<file path="src/rtl/alu_arbiter_if.sv">
// rtl/alu_arbiter_if.sv - issue-slot, ALU and result bundle of the shared-ALU arbiter
interface alu_arbiter_if #(
  parameter int NUM_REQ       = 2,
  parameter int ALU_OPC_WIDTH = 12
);
  localparam int SLOT_W = (NUM_REQ > 1) ? $clog2(NUM_REQ) : 1;

  logic [NUM_REQ-1:0]               req_valid;
  logic [NUM_REQ-1:0]               req_ready;
  logic [NUM_REQ*32-1:0]            req_A;
  logic [NUM_REQ*32-1:0]            req_B;
  logic [NUM_REQ*5-1:0]             req_shamt;
  logic [NUM_REQ*ALU_OPC_WIDTH-1:0] req_alu_op;
  logic [NUM_REQ*5-1:0]             req_dest_reg;
  logic [NUM_REQ-1:0]               req_dest_valid;

  logic [31:0]                      alu_A;
  logic [31:0]                      alu_B;
  logic [4:0]                       alu_shamt;
  logic [ALU_OPC_WIDTH-1:0]         alu_op;
  logic [31:0]                      alu_result;

  logic                             res_valid;
  logic                             res_ready;
  logic [31:0]                      res_data;
  logic [SLOT_W-1:0]                res_slot;
  logic [4:0]                       res_dest_reg;
  logic                             res_dest_valid;

  modport slave (
    input  req_valid, req_A, req_B, req_shamt, req_alu_op, req_dest_reg, req_dest_valid,
    input  alu_result, res_ready,
    output req_ready, alu_A, alu_B, alu_shamt, alu_op,
    output res_valid, res_data, res_slot, res_dest_reg, res_dest_valid
  );

  modport master (
    output req_valid, req_A, req_B, req_shamt, req_alu_op, req_dest_reg, req_dest_valid,
    output alu_result, res_ready,
    input  req_ready, alu_A, alu_B, alu_shamt, alu_op,
    input  res_valid, res_data, res_slot, res_dest_reg, res_dest_valid
  );
endinterface

</file>
<file path="src/rtl/alu_arbiter.sv">
// rtl/alu_arbiter.sv - round-robin sharing of one ALU between issue slots, two-stage pipeline
module alu_arbiter #(
  parameter int NUM_REQ       = 2,
  parameter int ALU_OPC_WIDTH = 12,
  parameter int CNT_WIDTH     = 16
) (
  input  logic                 clock,
  input  logic                 reset_n,
  input  logic                 flush,
  alu_arbiter_if.slave         bus,
  output logic [CNT_WIDTH-1:0] conflict_cnt
);
  localparam int SLOT_W = (NUM_REQ > 1) ? $clog2(NUM_REQ) : 1;

  logic [SLOT_W-1:0]        rr_ptr_q, rr_ptr_d;
  logic                     s1_valid_q, s1_valid_d;
  logic [31:0]              alu_a_q, alu_a_d;
  logic [31:0]              alu_b_q, alu_b_d;
  logic [4:0]               alu_shamt_q, alu_shamt_d;
  logic [ALU_OPC_WIDTH-1:0] alu_op_q, alu_op_d;
  logic [SLOT_W-1:0]        s1_slot_q, s1_slot_d;
  logic [4:0]               s1_dest_q, s1_dest_d;
  logic                     s1_dest_valid_q, s1_dest_valid_d;
  logic                     res_valid_q, res_valid_d;
  logic [31:0]              res_data_q, res_data_d;
  logic [SLOT_W-1:0]        res_slot_q, res_slot_d;
  logic [4:0]               res_dest_q, res_dest_d;
  logic                     res_dest_valid_q, res_dest_valid_d;
  logic [CNT_WIDTH-1:0]     cnt_q, cnt_d;

  logic [NUM_REQ-1:0]       grant;
  logic [SLOT_W-1:0]        grant_idx;
  logic                     grant_any;
  logic                     multi_req;
  logic                     adv1, adv2, accept;

  // First valid slot at or after rr_ptr, wrapping upward.
  always_comb begin
    int j;
    grant     = '0;
    grant_idx = '0;
    grant_any = 1'b0;
    for (int k = 0; k < NUM_REQ; k++) begin
      j = int'(rr_ptr_q) + k;
      if (j >= NUM_REQ) j = j - NUM_REQ;
      if (!grant_any && bus.req_valid[j]) begin
        grant_any    = 1'b1;
        grant[j]     = 1'b1;
        grant_idx    = SLOT_W'(j);
      end
    end
  end

  always_comb begin
    int n;
    n = 0;
    for (int k = 0; k < NUM_REQ; k++) n = n + int'(bus.req_valid[k]);
    multi_req = (n >= 2);
  end

  assign adv2          = !res_valid_q || bus.res_ready;
  assign adv1          = !s1_valid_q || adv2;
  assign accept        = grant_any && adv1 && !flush;
  assign bus.req_ready = accept ? grant : '0;

  always_comb begin
    int sel;
    sel              = int'(grant_idx);
    rr_ptr_d         = rr_ptr_q;
    s1_valid_d       = s1_valid_q;
    alu_a_d          = alu_a_q;
    alu_b_d          = alu_b_q;
    alu_shamt_d      = alu_shamt_q;
    alu_op_d         = alu_op_q;
    s1_slot_d        = s1_slot_q;
    s1_dest_d        = s1_dest_q;
    s1_dest_valid_d  = s1_dest_valid_q;
    res_valid_d      = res_valid_q;
    res_data_d       = res_data_q;
    res_slot_d       = res_slot_q;
    res_dest_d       = res_dest_q;
    res_dest_valid_d = res_dest_valid_q;
    cnt_d            = cnt_q;

    if (accept) begin
      alu_a_d         = bus.req_A[32*sel +: 32];
      alu_b_d         = bus.req_B[32*sel +: 32];
      alu_shamt_d     = bus.req_shamt[5*sel +: 5];
      alu_op_d        = bus.req_alu_op[ALU_OPC_WIDTH*sel +: ALU_OPC_WIDTH];
      s1_slot_d       = grant_idx;
      s1_dest_d       = bus.req_dest_reg[5*sel +: 5];
      s1_dest_valid_d = bus.req_dest_valid[sel];
      rr_ptr_d        = (grant_idx == SLOT_W'(NUM_REQ-1)) ? '0 : grant_idx + 1'b1;
      if (multi_req && (cnt_q != '1)) cnt_d = cnt_q + 1'b1;
    end

    // Flush kills both stages but leaves fairness state and the counter alone.
    if (flush) begin
      s1_valid_d  = 1'b0;
      res_valid_d = 1'b0;
    end else begin
      if (adv1) s1_valid_d = accept;
      if (adv2) begin
        res_valid_d = s1_valid_q;
        if (s1_valid_q) begin
          res_data_d       = bus.alu_result;
          res_slot_d       = s1_slot_q;
          res_dest_d       = s1_dest_q;
          res_dest_valid_d = s1_dest_valid_q;
        end
      end
    end
  end

  always_ff @(posedge clock or negedge reset_n) begin
    if (!reset_n) begin
      rr_ptr_q         <= '0;
      s1_valid_q       <= 1'b0;
      alu_a_q          <= '0;
      alu_b_q          <= '0;
      alu_shamt_q      <= '0;
      alu_op_q         <= '0;
      s1_slot_q        <= '0;
      s1_dest_q        <= '0;
      s1_dest_valid_q  <= 1'b0;
      res_valid_q      <= 1'b0;
      res_data_q       <= '0;
      res_slot_q       <= '0;
      res_dest_q       <= '0;
      res_dest_valid_q <= 1'b0;
      cnt_q            <= '0;
    end else begin
      rr_ptr_q         <= rr_ptr_d;
      s1_valid_q       <= s1_valid_d;
      alu_a_q          <= alu_a_d;
      alu_b_q          <= alu_b_d;
      alu_shamt_q      <= alu_shamt_d;
      alu_op_q         <= alu_op_d;
      s1_slot_q        <= s1_slot_d;
      s1_dest_q        <= s1_dest_d;
      s1_dest_valid_q  <= s1_dest_valid_d;
      res_valid_q      <= res_valid_d;
      res_data_q       <= res_data_d;
      res_slot_q       <= res_slot_d;
      res_dest_q       <= res_dest_d;
      res_dest_valid_q <= res_dest_valid_d;
      cnt_q            <= cnt_d;
    end
  end

  assign bus.alu_A          = alu_a_q;
  assign bus.alu_B          = alu_b_q;
  assign bus.alu_shamt      = alu_shamt_q;
  assign bus.alu_op         = alu_op_q;
  assign bus.res_valid      = res_valid_q;
  assign bus.res_data       = res_data_q;
  assign bus.res_slot       = res_slot_q;
  assign bus.res_dest_reg   = res_dest_q;
  assign bus.res_dest_valid = res_dest_valid_q;
  assign conflict_cnt       = cnt_q;
endmodule

</file>
<file path="src/flat_wrapper.sv">
// flat-port wrapper written by rule: the top's interface ports become plain ports
module alu_arbiter_flat 
#(
  parameter int NUM_REQ       = 2,
  parameter int ALU_OPC_WIDTH = 12,
  parameter int CNT_WIDTH     = 16
)
  (clock, reset_n, flush, conflict_cnt, bus_req_valid, bus_req_A, bus_req_B, bus_req_shamt, bus_req_alu_op, bus_req_dest_reg, bus_req_dest_valid, bus_alu_result, bus_res_ready, bus_req_ready, bus_alu_A, bus_alu_B, bus_alu_shamt, bus_alu_op, bus_res_valid, bus_res_data, bus_res_slot, bus_res_dest_reg, bus_res_dest_valid);
  alu_arbiter_if #(.NUM_REQ(NUM_REQ), .ALU_OPC_WIDTH(ALU_OPC_WIDTH)) bus_i ();
  input  logic clock;
  input  logic reset_n;
  input  logic flush;
  output logic [CNT_WIDTH-1:0] conflict_cnt;
  input wire logic [$bits(bus_i.req_valid)-1:0] bus_req_valid;
  input wire logic [$bits(bus_i.req_A)-1:0] bus_req_A;
  input wire logic [$bits(bus_i.req_B)-1:0] bus_req_B;
  input wire logic [$bits(bus_i.req_shamt)-1:0] bus_req_shamt;
  input wire logic [$bits(bus_i.req_alu_op)-1:0] bus_req_alu_op;
  input wire logic [$bits(bus_i.req_dest_reg)-1:0] bus_req_dest_reg;
  input wire logic [$bits(bus_i.req_dest_valid)-1:0] bus_req_dest_valid;
  input wire logic [$bits(bus_i.alu_result)-1:0] bus_alu_result;
  input wire logic [$bits(bus_i.res_ready)-1:0] bus_res_ready;
  output wire logic [$bits(bus_i.req_ready)-1:0] bus_req_ready;
  output wire logic [$bits(bus_i.alu_A)-1:0] bus_alu_A;
  output wire logic [$bits(bus_i.alu_B)-1:0] bus_alu_B;
  output wire logic [$bits(bus_i.alu_shamt)-1:0] bus_alu_shamt;
  output wire logic [$bits(bus_i.alu_op)-1:0] bus_alu_op;
  output wire logic [$bits(bus_i.res_valid)-1:0] bus_res_valid;
  output wire logic [$bits(bus_i.res_data)-1:0] bus_res_data;
  output wire logic [$bits(bus_i.res_slot)-1:0] bus_res_slot;
  output wire logic [$bits(bus_i.res_dest_reg)-1:0] bus_res_dest_reg;
  output wire logic [$bits(bus_i.res_dest_valid)-1:0] bus_res_dest_valid;
  assign bus_i.req_valid = bus_req_valid;
  assign bus_i.req_A = bus_req_A;
  assign bus_i.req_B = bus_req_B;
  assign bus_i.req_shamt = bus_req_shamt;
  assign bus_i.req_alu_op = bus_req_alu_op;
  assign bus_i.req_dest_reg = bus_req_dest_reg;
  assign bus_i.req_dest_valid = bus_req_dest_valid;
  assign bus_i.alu_result = bus_alu_result;
  assign bus_i.res_ready = bus_res_ready;
  assign bus_req_ready = bus_i.req_ready;
  assign bus_alu_A = bus_i.alu_A;
  assign bus_alu_B = bus_i.alu_B;
  assign bus_alu_shamt = bus_i.alu_shamt;
  assign bus_alu_op = bus_i.alu_op;
  assign bus_res_valid = bus_i.res_valid;
  assign bus_res_data = bus_i.res_data;
  assign bus_res_slot = bus_i.res_slot;
  assign bus_res_dest_reg = bus_i.res_dest_reg;
  assign bus_res_dest_valid = bus_i.res_dest_valid;
  alu_arbiter #(.NUM_REQ(NUM_REQ), .ALU_OPC_WIDTH(ALU_OPC_WIDTH), .CNT_WIDTH(CNT_WIDTH)) u_core (.clock(clock), .reset_n(reset_n), .flush(flush), .bus(bus_i), .conflict_cnt(conflict_cnt));
endmodule
</file>
<file path="config.mk">
export PLATFORM = sky130hd
export DESIGN_NAME = alu_arbiter_flat
export DESIGN_NICKNAME = d
export VERILOG_FILES = /design/src/rtl/alu_arbiter_if.sv /design/src/rtl/alu_arbiter.sv /design/src/flat_wrapper.sv
export SDC_FILE = /design/constraint.sdc
export NUM_CORES = 1
export LEC_CHECK = 0
export BUFFER_PORTS_ARGS = -buffer_cell sky130_fd_sc_hd__buf_2
export CORE_AREA = 2 2 138 140
export CTS_BUF_LIST = sky130_fd_sc_hd__clkbuf_8
export DETAILED_ROUTE_END_ITERATION = 10
export DIE_AREA = 0 0 140 142
export GPL_ROUTABILITY_DRIVEN = 0
export PLACE_DENSITY = 0.65
export SYNTH_ARGS = -nofsm -noshare
export SYNTH_HDL_FRONTEND = slang
export SYNTH_SLANG_ARGS = --single-unit
</file>
<file path="constraint.sdc">
create_clock -name clock -period 5 [get_ports clock]
set_input_delay 1 -clock clock [delete_from_list [all_inputs] [get_ports clock]]
set_output_delay 1 -clock clock [all_outputs]
set_load 0.05 [all_outputs]
</file>
* Yosys cells after proc, flatten, opt, wreduce, memory -nomap -nowiden
Cells that the tools add are included. W data, S select, Z words.
Word-level totals: register bits 146, latch bits 0, RAM bits 0, memory bits (read-only) 0, input bits 212, output and inout port bits 139, logic and storage cells 81, memories kept 0
Cells by class: $add $sub $neg 6, $mul 2, divide/modulo/power cells 0, order comparisons 8, eq/ne operators 1, shifts and indexed selects 5, multiplexer cells 26, bitwise gates (word level) 2, reductions and logical operators 16
Operators by type and width (number):
- $shiftx A64 B7 Y32 | 2
- $ge A32 B1 Y1 const B | 2
- $ge A32 B3 Y1 const B | 2
- $lt A32 B3 Y1 const B | 2
- $mux W32 | 2
- $shiftx A10 B32 Y5 | 2
- $shiftx A24 B32 Y12 | 1
- $sub A32 B3 Y32 const B | 1
- $mux W1 | 19
- $add A16 B1 Y16 const B | 1
- $ne A16 B16 Y1 const B | 1
- $logic_and A1 B1 Y1 | 6
- $mux W2 | 3
- $logic_not A1 Y1 | 4
- $mul A3 B1 Y4 const A | 1
- $reduce_bool A2 Y1 | 2
- $mul A2 B1 Y3 const A | 1
- $reduce_and A3 Y1 | 1
- $sub A1 B2 Y3 const B | 1
- $add A1 B1 Y2 | 1
- $add A1 B1 Y2 const B | 1
- $demux W1 S1 | 2
- $ge A1 B2 Y1 const B | 1
- $logic_or A1 B1 Y1 | 2
- 5 further kinds | 5

* Longest topological paths before layout
Gate-level depths: netlist (run 1).
depth after elaboration 13, gate-level depth with buffers 7, gate-level depth less buffers 5

* Least setup slack after synthesis (run 1)
Ideal clock, no wire load.
path type input -> output, start point input bus_res_ready, end point output bus_req_ready[1], arrival 2650 ps, slack 1350 ps, stages 5, buffers on the path 2, cells stage by stage and3b_1 > or3_1 > buf_2 > buf_2 > nor2_1
Between the ends: longest elaborated chain between the ends 5
RTL lines:
- start: declaration | line flat_wrapper.sv:22 | input wire logic [$bits(bus_i.res_ready)-1:0] bus_res_ready;
- $logic_or A1 B1 Y1 | line alu_arbiter.sv:61 | assign adv2 = !res_valid_q || bus.res_ready;
- $logic_or A1 B1 Y1 | line alu_arbiter.sv:62 | assign adv1 = !s1_valid_q || adv2;
- $logic_and A1 B1 Y1 (2 in a row) | line alu_arbiter.sv:63 | assign accept = grant_any && adv1 && !flush;
- $mux W2 | line alu_arbiter.sv:64 | assign bus.req_ready = accept ? grant : '0;
- end: declaration | line flat_wrapper.sv:23 | output wire logic [$bits(bus_i.req_ready)-1:0] bus_req_ready;
Every way passes these cells.

* Final worst setup path (run 1)
Same ends and word-level chain as after synthesis.

==> results of run 1 <==
==> layout make-up <==
class / count / area, sq um
multi-input combinational: 369 / 2610
clock inverter: 15 / 124
tap: 234 / 293
fill: 1759 / 9720
inverter: 2 / 7.51
sequential: 146 / 3650
timing repair buffer: 357 / 1810
clock buffer: 17 / 234
==> routing by layer <==
metal | track usage [%] | routed length [microns]
met4 | 5.95 | 346
met5 | 0 | 0
met3 | 4.95 | 996
met1 | 19.6 | 6720
met2 | 27.8 | 8240
==> power breakdown <==
group          total (uW)  switching, uW  internal [uW]
clock                 848            491            356
combinational        1330            979            348
sequential           1490            115           1380
==> kinds of logic (layout without fill, tap and decap cells) <==
logic type | Yosys count | after routing | synth area share (%)
DFF | 146 | 146 | 57.1
adders and majority gates | 1 | 1 | 0.196
muxes | 129 | 129 | 21.0
xor gates and xnor gates | 13 | 13 | 1.78
and+or+nand+nor | 135 | 135 | 10.3
buffers and inverters | 36 | 391 | 2.44
AOI/OAI and AO/OA | 91 | 91 | 7.16
==> worst register-to-register path, delay by kind of cell, from the launching register on <==
kind | cells | cell delay [ps]
DFF | 1 | 390
and+or+nand+nor | 2 | 390
AOI/OAI and AO/OA | 1 | 250
buffers and inverters | 2 | 1250
==> worst max path at each step <==
stage | from | end | depth (start not counted)
finish | bus_res_ready | bus_req_ready[1] | 5
global route | bus_res_ready | bus_req_ready[1] | 5
CTS | bus_res_ready | bus_req_ready[1] | 5
detailed placement | bus_res_ready | bus_req_ready[1] | 5
global placement | bus_res_ready | bus_req_ready[1] | 5
floorplan | bus_res_ready | bus_req_ready[1] | 5
==> layout by cell type (no fill, tap or decap), types with 2 or more instances in the layout <==
| master | netlist | routed |
|---|---|---|
| nand4_1 | 5 | 5 |
| nor4_4 | 2 | 2 |
| inv_6 | 0 | 5 |
| buf_2 | 11 | 349 |
| dfrtp_1 | 146 | 146 |
| mux2_1 | 2 | 2 |
| nand3b_1 | 2 | 2 |
| nor4b_1 | 2 | 2 |
| clkbuf_8 | 0 | 17 |
| nand3_1 | 5 | 5 |
| xnor2_1 | 4 | 4 |
| buf_4 | 0 | 7 |
| mux2i_1 | 87 | 87 |
| mux2_2 | 40 | 40 |
| clkinv_4 | 0 | 3 |
| nor4_2 | 2 | 2 |
| inv_1 | 2 | 3 |
| nand2_1 | 92 | 92 |
| o21ai_0 | 89 | 88 |
| nor2_1 | 8 | 8 |
| clkinvlp_4 | 0 | 3 |
| nor3_1 | 3 | 3 |
| inv_8 | 0 | 2 |
| xor2_1 | 9 | 9 |
==> stage by stage <==
stage	hold slack [ps]	std cells	instance area [sq um]	util [%]
4_1_cts	483	1140	8730	47.3
3_5_place_dp	464	1108	8370	45.4
6_report	476	1140	8730	47.3
2_1_floorplan	444	551	6400	-
3_3_place_gp	457	1108	8370	45.4
5_1_grt	502	1140	8730	47.3
==> impl_metrics.prom, run 1 <==
# TYPE chip_impl_metric gauge
chip_impl_info{name="status",value="complete, but fails checks"} 1
chip_impl_info{name="violations",value="DRC"} 1
chip_impl_metric{name="post_route_cells_drive_above_1_share",unit="%"} 48.5
chip_impl_metric{name="synth_cell_types",unit=""} 36
chip_impl_metric{name="setup_violations",unit=""} 0
chip_impl_info{name="worstPathCellList",value="buf_2, and3b_1, or3_4, nor2_1, buf_2"} 1
chip_impl_info{name="hold_start",value="u_core.bus.alu_B[7]"} 1
chip_impl_metric{name="hpwlAfterDp",unit="mm"} 12.4
chip_impl_metric{name="fmaxAchievable",unit="MHz"} 302
chip_impl_metric{name="initial_core_util",unit="%"} 34.7
chip_impl_metric{name="number_of_maximum_capacitance_violations",unit=""} 0
chip_impl_info{name="cp_slowest_cell",value="or3_4"} 1
chip_impl_metric{name="detail_route.iter0.violations",unit=""} 190
chip_impl_metric{name="pin_count_of_the_biggest_net_entering_global_routing",unit=""} 91
chip_impl_metric{name="worst_ep_required_time",unit="ps"} 4000
chip_impl_metric{name="post_synth_instance_area",unit="sq um"} 6400
chip_impl_metric{name="worstSkewPairLatency",unit="ps"} 450
chip_impl_metric{name="yosys.area.top_type_share",unit="%"} 57.1
chip_impl_metric{name="port-buffer-count",unit=""} 350
chip_impl_metric{name="slew_viol_final",unit=""} 0
chip_impl_metric{name="finalNetCount",unit=""} 1106
chip_impl_metric{name="drc_errors",unit=""} 15
chip_impl_metric{name="final_critical_path_setup_slack",unit="ps"} 1690
chip_impl_info{name="clk_root_buffer_cell",value="clkbuf_8"} 1
chip_impl_info{name="r2r_end",value="u_core.bus.alu_B[22]"} 1
chip_impl_metric{name="clock_path_buffers",unit=""} 2
chip_impl_metric{name="n_antenna_cell",unit=""} 0
chip_impl_info{name="grt_setup_unrepaired",value="false"} 1
chip_impl_metric{name="grt_pass1_wl",unit="mm"} 25.2
chip_impl_metric{name="die_y",unit="microns"} 142
chip_impl_metric{name="grtUsageTotal",unit="%"} 16.3
chip_impl_metric{name="finalClockSkew",unit="ps"} 13.2
chip_impl_metric{name="synth_seq_cells",unit=""} 146
chip_impl_metric{name="layout-area-overhead-vs-synth",unit="%"} 36.5
chip_impl_metric{name="syn-instance-count",unit=""} 551
chip_impl_info{name="cts_tree",value="yes"} 1
chip_impl_metric{name="grt_pass1_vias",unit=""} 4891
chip_impl_metric{name="drt-vias-per-instance",unit=""} 4.52
chip_impl_metric{name="detail_route.first_pass.iterations",unit=""} 8
chip_impl_metric{name="die-area",unit="sq um"} 19900
chip_impl_metric{name="preCtsSetupSlack",unit="ps"} 1600
chip_impl_metric{name="synth_enable_flop_cells",unit=""} 0
chip_impl_metric{name="vias",unit=""} 5152
chip_impl_metric{name="async_reset_ff_share",unit="%"} 100
chip_impl_metric{name="floorplan.rows",unit=""} 50
chip_impl_info{name="cp_top_family",value="simple AND/OR/NAND/NOR gates"} 1
chip_impl_info{name="min_to",value="u_core.bus.alu_B[7]"} 1
chip_impl_metric{name="reg2regPathDepth",unit=""} 5
chip_impl_metric{name="r2r_slack",unit="ps"} 2570
chip_impl_info{name="synth_cell_count_leaders",value="146 x dfrtp_1, 92 x nand2_1, 89 x o21ai_0, 87 x mux2i_1, 40 x mux2_2"} 1
chip_impl_metric{name="grt-ovfl-total",unit=""} 0
chip_impl_metric{name="cts_resized",unit=""} 0
chip_impl_metric{name="mappedNetlistNets",unit=""} 764
chip_impl_info{name="setup.worst_path.start_class",value="input pin"} 1
chip_impl_metric{name="postCtsHoldBufs",unit=""} 0
chip_impl_info{name="cp_most_frequent_cell",value="buf_2"} 1
chip_impl_metric{name="critPathBufInv",unit=""} 2
chip_impl_metric{name="core_area",unit="sq um"} 18500
chip_impl_metric{name="path_max_fanout",unit=""} 4
chip_impl_metric{name="post_cts_buffers",unit=""} 0
chip_impl_metric{name="syn_area_per_cell",unit="sq um"} 11.6
chip_impl_info{name="endpoint_type_of_the_worst_setup_path",value="output pin"} 1
chip_impl_info{name="class_of_the_most_critical_setup_path",value="input pin to output pin"} 1
chip_impl_info{name="synth-main-ff-cell",value="dfrtp_1"} 1
chip_impl_metric{name="clock_sinks",unit=""} 146
chip_impl_metric{name="worstHoldPathCells",unit=""} 2
chip_impl_metric{name="maximum_cell_stage_delay_along_the_critical_path",unit="ps"} 380
chip_impl_info{name="yosys.cell_count.top_type",value="dfrtp_1"} 1
chip_impl_info{name="synthDominantAreaCellType",value="dfrtp_1"} 1
chip_impl_metric{name="period_minus_slack",unit="ps"} 3310
chip_impl_metric{name="wirelength",unit="mm"} 16.3
chip_impl_metric{name="timing_worst_slew_pin_value",unit="ps"} 834
chip_impl_metric{name="power.static_leakage",unit="uW"} 0.00471
chip_impl_metric{name="worst_ir_drop_vdd",unit="mV"} 0.142
chip_impl_info{name="r2r-start",value="u_core.s1_valid_q"} 1
chip_impl_metric{name="antenna_left",unit=""} 0
chip_impl_metric{name="htreeDepth",unit=""} 4
chip_impl_metric{name="power_per_cell_area",unit="nW/um^2"} 420
chip_impl_info{name="synth_area_leaders",value="dfrtp_1 57%, mux2i_1 14%, mux2_2 7.0%"} 1
chip_impl_metric{name="finalHoldViolations",unit=""} 0
chip_impl_metric{name="antenna_found_initial",unit=""} 0
chip_impl_metric{name="clkTransAtPathRegs",unit="ps"} 70
chip_impl_metric{name="min_period_over_period",unit="%"} 66.3
chip_impl_metric{name="slew_headroom",unit="%"} 44.4
chip_impl_metric{name="critPathArrivalTime",unit="ps"} 2310
chip_impl_metric{name="cts-buffers-inserted",unit=""} 17
chip_impl_metric{name="top_level_ports",unit=""} 351
chip_impl_info{name="worstHoldPathType",value="register to register"} 1
chip_impl_metric{name="setup_total_negative_slack",unit="ps"} 0
chip_impl_metric{name="yosys_warnings",unit=""} 0
chip_impl_metric{name="die_w",unit="microns"} 140
chip_impl_metric{name="wl_per_cell",unit="microns"} 14.3
chip_impl_metric{name="design_power_total",unit="uW"} 3670
chip_impl_metric{name="seq_total_area_yosys",unit="%"} 57.1
Note: power is estimated with default switching activity, not from simulation.
==> run 2, diff against run 1 <==
--- a/config.mk
+++ b/config.mk
@@ -5,6 +5,7 @@
 export SDC_FILE = /design/constraint.sdc
 export NUM_CORES = 1
 export LEC_CHECK = 0
+export ABC_AREA = 1
 export BUFFER_PORTS_ARGS = -buffer_cell sky130_fd_sc_hd__buf_2
 export CORE_AREA = 2 2 138 140
 export CTS_BUF_LIST = sky130_fd_sc_hd__clkbuf_8
==> constraint.sdc (replaced) <==
create_clock -name clock -period 3.2 [get_ports clock]
set_input_delay 0.64 -clock clock [delete_from_list [all_inputs] [get_ports clock]]
set_output_delay 0.64 -clock clock [all_outputs]
set_load 0.05 [all_outputs]
==> run 2 against run 1 <==
  * The run still ends with DRC left
  * Clock power is 75% higher
  * Area after synthesis is 0.12% lower
  * Combinational power is 59% higher
  * Synthesized cell count is 30% higher
  * Critical path type is now register to output pin
  * Critical endpoint is now bus_req_ready[0]
  * Largest cell class unchanged
  * Largest power group unchanged
  * Sequential power is 57% higher
==> impl_metrics.prom, run 2 <==
# TYPE chip_impl_metric gauge
chip_impl_info{name="status",value="complete, but fails checks"} 1
chip_impl_info{name="violations",value="DRC"} 1
chip_impl_metric{name="floorplan.rows",unit=""} 50
chip_impl_info{name="combinational_family_with_the_most_area_after_synthesis",value="simple AND/OR/NAND/NOR gates"} 1
chip_impl_metric{name="syn_area_per_cell",unit="sq um"} 8.95
chip_impl_metric{name="clock_sinks",unit=""} 146
chip_impl_metric{name="maximum_cell_stage_delay_along_the_critical_path",unit="ps"} 410
chip_impl_metric{name="period_minus_slack",unit="ps"} 2230
chip_impl_metric{name="htreeDepth",unit=""} 4
chip_impl_metric{name="critPathBufInv",unit=""} 1
chip_impl_metric{name="wl_per_cell",unit="microns"} 14.7
chip_impl_metric{name="grt_pass1_vias",unit=""} 5901
chip_impl_info{name="cts_tree",value="yes"} 1
chip_impl_metric{name="postCtsHoldBufs",unit=""} 0
chip_impl_info{name="cp_top_family",value="simple AND/OR/NAND/NOR gates"} 1
chip_impl_metric{name="timing_worst_slew_pin_value",unit="ps"} 954
chip_impl_metric{name="clkTransAtPathRegs",unit="ps"} 90
chip_impl_metric{name="finalNetCount",unit=""} 1269
chip_impl_metric{name="path_max_fanout",unit=""} 4
chip_impl_metric{name="min_period_over_period",unit="%"} 69.8
chip_impl_metric{name="drc_errors",unit=""} 17
chip_impl_metric{name="yosys.area.top_type_share",unit="%"} 57.2
chip_impl_metric{name="synth_seq_cells",unit=""} 146
chip_impl_metric{name="synth_xor_area_share",unit="%"} 1.10
chip_impl_metric{name="antenna_found_initial",unit=""} 0
chip_impl_metric{name="yosys_warnings",unit=""} 0
chip_impl_info{name="setup.worst_path.start_class",value="register"} 1
chip_impl_metric{name="grt_pass1_wl",unit="mm"} 29.8
chip_impl_metric{name="hpwlAfterDp",unit="mm"} 13.5
chip_impl_metric{name="final_critical_path_setup_slack",unit="ps"} 967
chip_impl_metric{name="mappedNetlistNets",unit=""} 927
chip_impl_info{name="cp_slowest_cell",value="dfrtp_1"} 1
chip_impl_metric{name="preCtsSetupSlack",unit="ps"} 897
chip_impl_metric{name="detail_route.iter0.violations",unit=""} 369
chip_impl_metric{name="synthAdderAreaFrac",unit="%"} 0.196
chip_impl_info{name="class_of_the_most_critical_setup_path",value="register to output pin"} 1
chip_impl_metric{name="power_per_cell_area",unit="nW/um^2"} 679
chip_impl_metric{name="slew_viol_final",unit=""} 0
chip_impl_metric{name="setup_total_negative_slack",unit="ps"} 0
chip_impl_metric{name="worstSkewPairLatency",unit="ps"} 450
chip_impl_metric{name="critPathArrivalTime",unit="ps"} 1590
chip_impl_metric{name="grtUsageTotal",unit="%"} 19.0
chip_impl_info{name="clk_root_buffer_cell",value="clkbuf_8"} 1
chip_impl_metric{name="setup_violations",unit=""} 0
chip_impl_metric{name="grt-ovfl-total",unit=""} 0
chip_impl_metric{name="pin_count_of_the_biggest_net_entering_global_routing",unit=""} 89
chip_impl_metric{name="fillCellCount",unit=""} 1775
chip_impl_info{name="synth-main-ff-cell",value="dfrtp_1"} 1
chip_impl_metric{name="vias",unit=""} 5983
chip_impl_metric{name="drt-vias-per-instance",unit=""} 4.59
chip_impl_metric{name="finalHoldViolations",unit=""} 0
chip_impl_info{name="worstHoldPathType",value="input pin to async pin"} 1
chip_impl_metric{name="synth_enable_flop_cells",unit=""} 0
chip_impl_metric{name="syn-instance-count",unit=""} 714
chip_impl_metric{name="worst_ep_required_time",unit="ps"} 2560
chip_impl_metric{name="top_level_ports",unit=""} 351
chip_impl_metric{name="yosys-mux-area-fraction",unit="%"} 6.70
chip_impl_metric{name="fin_util",unit="%"} 47.3
chip_impl_metric{name="detail_route.first_pass.iterations",unit=""} 8
chip_impl_metric{name="synth_cell_types",unit=""} 27
chip_impl_metric{name="cts-buffers-inserted",unit=""} 17
chip_impl_info{name="synth_cell_count_leaders",value="336 x nand2_1, 146 x dfrtp_1, 98 x nand3_1, 38 x mux2_2, 18 x nor2_1"} 1
chip_impl_metric{name="n_antenna_cell",unit=""} 0
chip_impl_metric{name="post_synth_instance_area",unit="sq um"} 6390
chip_impl_metric{name="die_y",unit="microns"} 142
chip_impl_metric{name="multi_input_comb_area",unit="sq um"} 2510
chip_impl_info{name="yosys.cell_count.top_type",value="nand2_1"} 1
chip_impl_metric{name="worst_ir_drop_vdd",unit="mV"} 0.301
chip_impl_metric{name="design_power_total",unit="uW"} 5930
chip_impl_metric{name="synth-simple-area-share",unit="%"} 30.4
chip_impl_metric{name="clock_path_buffers",unit=""} 2
chip_impl_info{name="synthDominantAreaCellType",value="dfrtp_1"} 1
chip_impl_metric{name="fmaxAchievable",unit="MHz"} 448
chip_impl_metric{name="layout-area-overhead-vs-synth",unit="%"} 36.6
chip_impl_metric{name="initial_core_util",unit="%"} 34.6
chip_impl_metric{name="number_of_maximum_capacitance_violations",unit=""} 0
chip_impl_metric{name="finalClockSkew",unit="ps"} 19.6
chip_impl_metric{name="synth_compound_area_share",unit="%"} 0.724
chip_impl_info{name="layout_common_cells",value="349 x buf_2, 335 x nand2_1, 146 x dfrtp_1"} 1
chip_impl_metric{name="core_area",unit="sq um"} 18500
chip_impl_info{name="synth_area_leaders",value="dfrtp_1 57%, nand2_1 20%, nand3_1 7.7%"} 1
chip_impl_info{name="worstPathCellList",value="nand3_1, nand2_4, nor2_4, buf_2"} 1
chip_impl_metric{name="power.static_leakage",unit="uW"} 0.00471
chip_impl_metric{name="wirelength",unit="mm"} 19.1
chip_impl_metric{name="die-area",unit="sq um"} 19900
chip_impl_metric{name="post_cts_buffers",unit=""} 0
chip_impl_info{name="endpoint_type_of_the_worst_setup_path",value="output pin"} 1
chip_impl_metric{name="final-seq-area",unit="sq um"} 3650
chip_impl_metric{name="port-buffer-count",unit=""} 350
chip_impl_info{name="grt_setup_unrepaired",value="false"} 1
chip_impl_metric{name="antenna_left",unit=""} 0
chip_impl_metric{name="slew_headroom",unit="%"} 36.4
chip_impl_metric{name="async_reset_ff_share",unit="%"} 100
chip_impl_metric{name="seq_total_area_yosys",unit="%"} 57.2
chip_impl_metric{name="post_route_cells_drive_above_1_share",unit="%"} 41.2
chip_impl_metric{name="die_w",unit="microns"} 140
chip_impl_metric{name="cts_resized",unit=""} 0
chip_impl_info{name="final_common_cell",value="buf_2"} 1
run 2: cell count changes after synthesis, moves of 5 or more:
| cell | change |
|---|---|
| nor2_1 | +10 |
| buf_2 | +6 |
| mux2i_1 | -87 |
| nand3_1 | +93 |
| nand2_1 | +244 |
| xor2_1 | -5 |
| clkbuf_1 | -15 |
| inv_1 | +9 |
| o21ai_0 | -86 |
run 2: per-layer routing:
metal / part of all wire (%) / track usage, % / vias to the layer above
met2: 50 / 32.5 / 231
li1: - / - / 2959
met3: 6.4 / 4.34 / 19
met1: 42 / 24.0 / 2774
met4: 1.4 / 6.22 / 0
met5: 0 / 0 / -
run 2: worst register-to-register path: stages, from the launching register on:
cell	delay (ps)
dfrtp_1	410
nand3_1	210
and3_2	230
buf_4	710
nand2_1	220
nand3_1	110
run 2: final cells by class:
type	instances	area share (%)
clock inverter	15	1.81
inverter	12	0.516
multi-input combinational	522	28.8
sequential	146	41.9
clock buffer	17	2.68
tap	234	3.35
timing repair buffer	357	21.0
run 2: kinds of logic after synthesis:
family                   after synthesis
flip-flops                           146
XOR/XNOR                               8
AO/OA/AOI/OAI                          8
adder cells (fa/ha/maj)                1
AND/OR/NAND/NOR                      467
buffers and inverters                 46
multiplexers                          38
run 2: through the flow:
step / hold slack [ps] / instances / instance area, sq um
global route: 213 / 1303 / 8730
CTS: 191 / 1303 / 8730
detailed placement: 468 / 1271 / 8340
global placement: 463 / 1271 / 8340
floorplan: 344 / 714 / 6390
finish: 190 / 1303 / 8730
run 2: where the power goes:
group / internal [uW] / total (uW) / switching (uW)
sequential: 2160 / 2340 / 182
clock: 700 / 1480 / 782
combinational: 527 / 2110 / 1580
total: 3390 / 5930 / 2540
run 2: worst paths after layout:
check / from / slack (ps) / cells past startpoint / end
min in group clock: bus_req_A[38] / 390 / 3 / u_core.bus.alu_A[6]
hold reg to reg: u_core.bus.res_slot / 480 / 2 / u_core.bus.res_slot
hold / removal: reset_n / 190 / 1 / u_core.bus.alu_op[11]
max in group asynchronous: reset_n / 2220 / 2 / u_core.conflict_cnt[12]
setup / recovery: u_core.bus.res_valid / 970 / 4 / bus_req_ready[0]
setup reg to reg: u_core.bus.res_valid / 1250 / 5 / u_core.bus.alu_A[13]
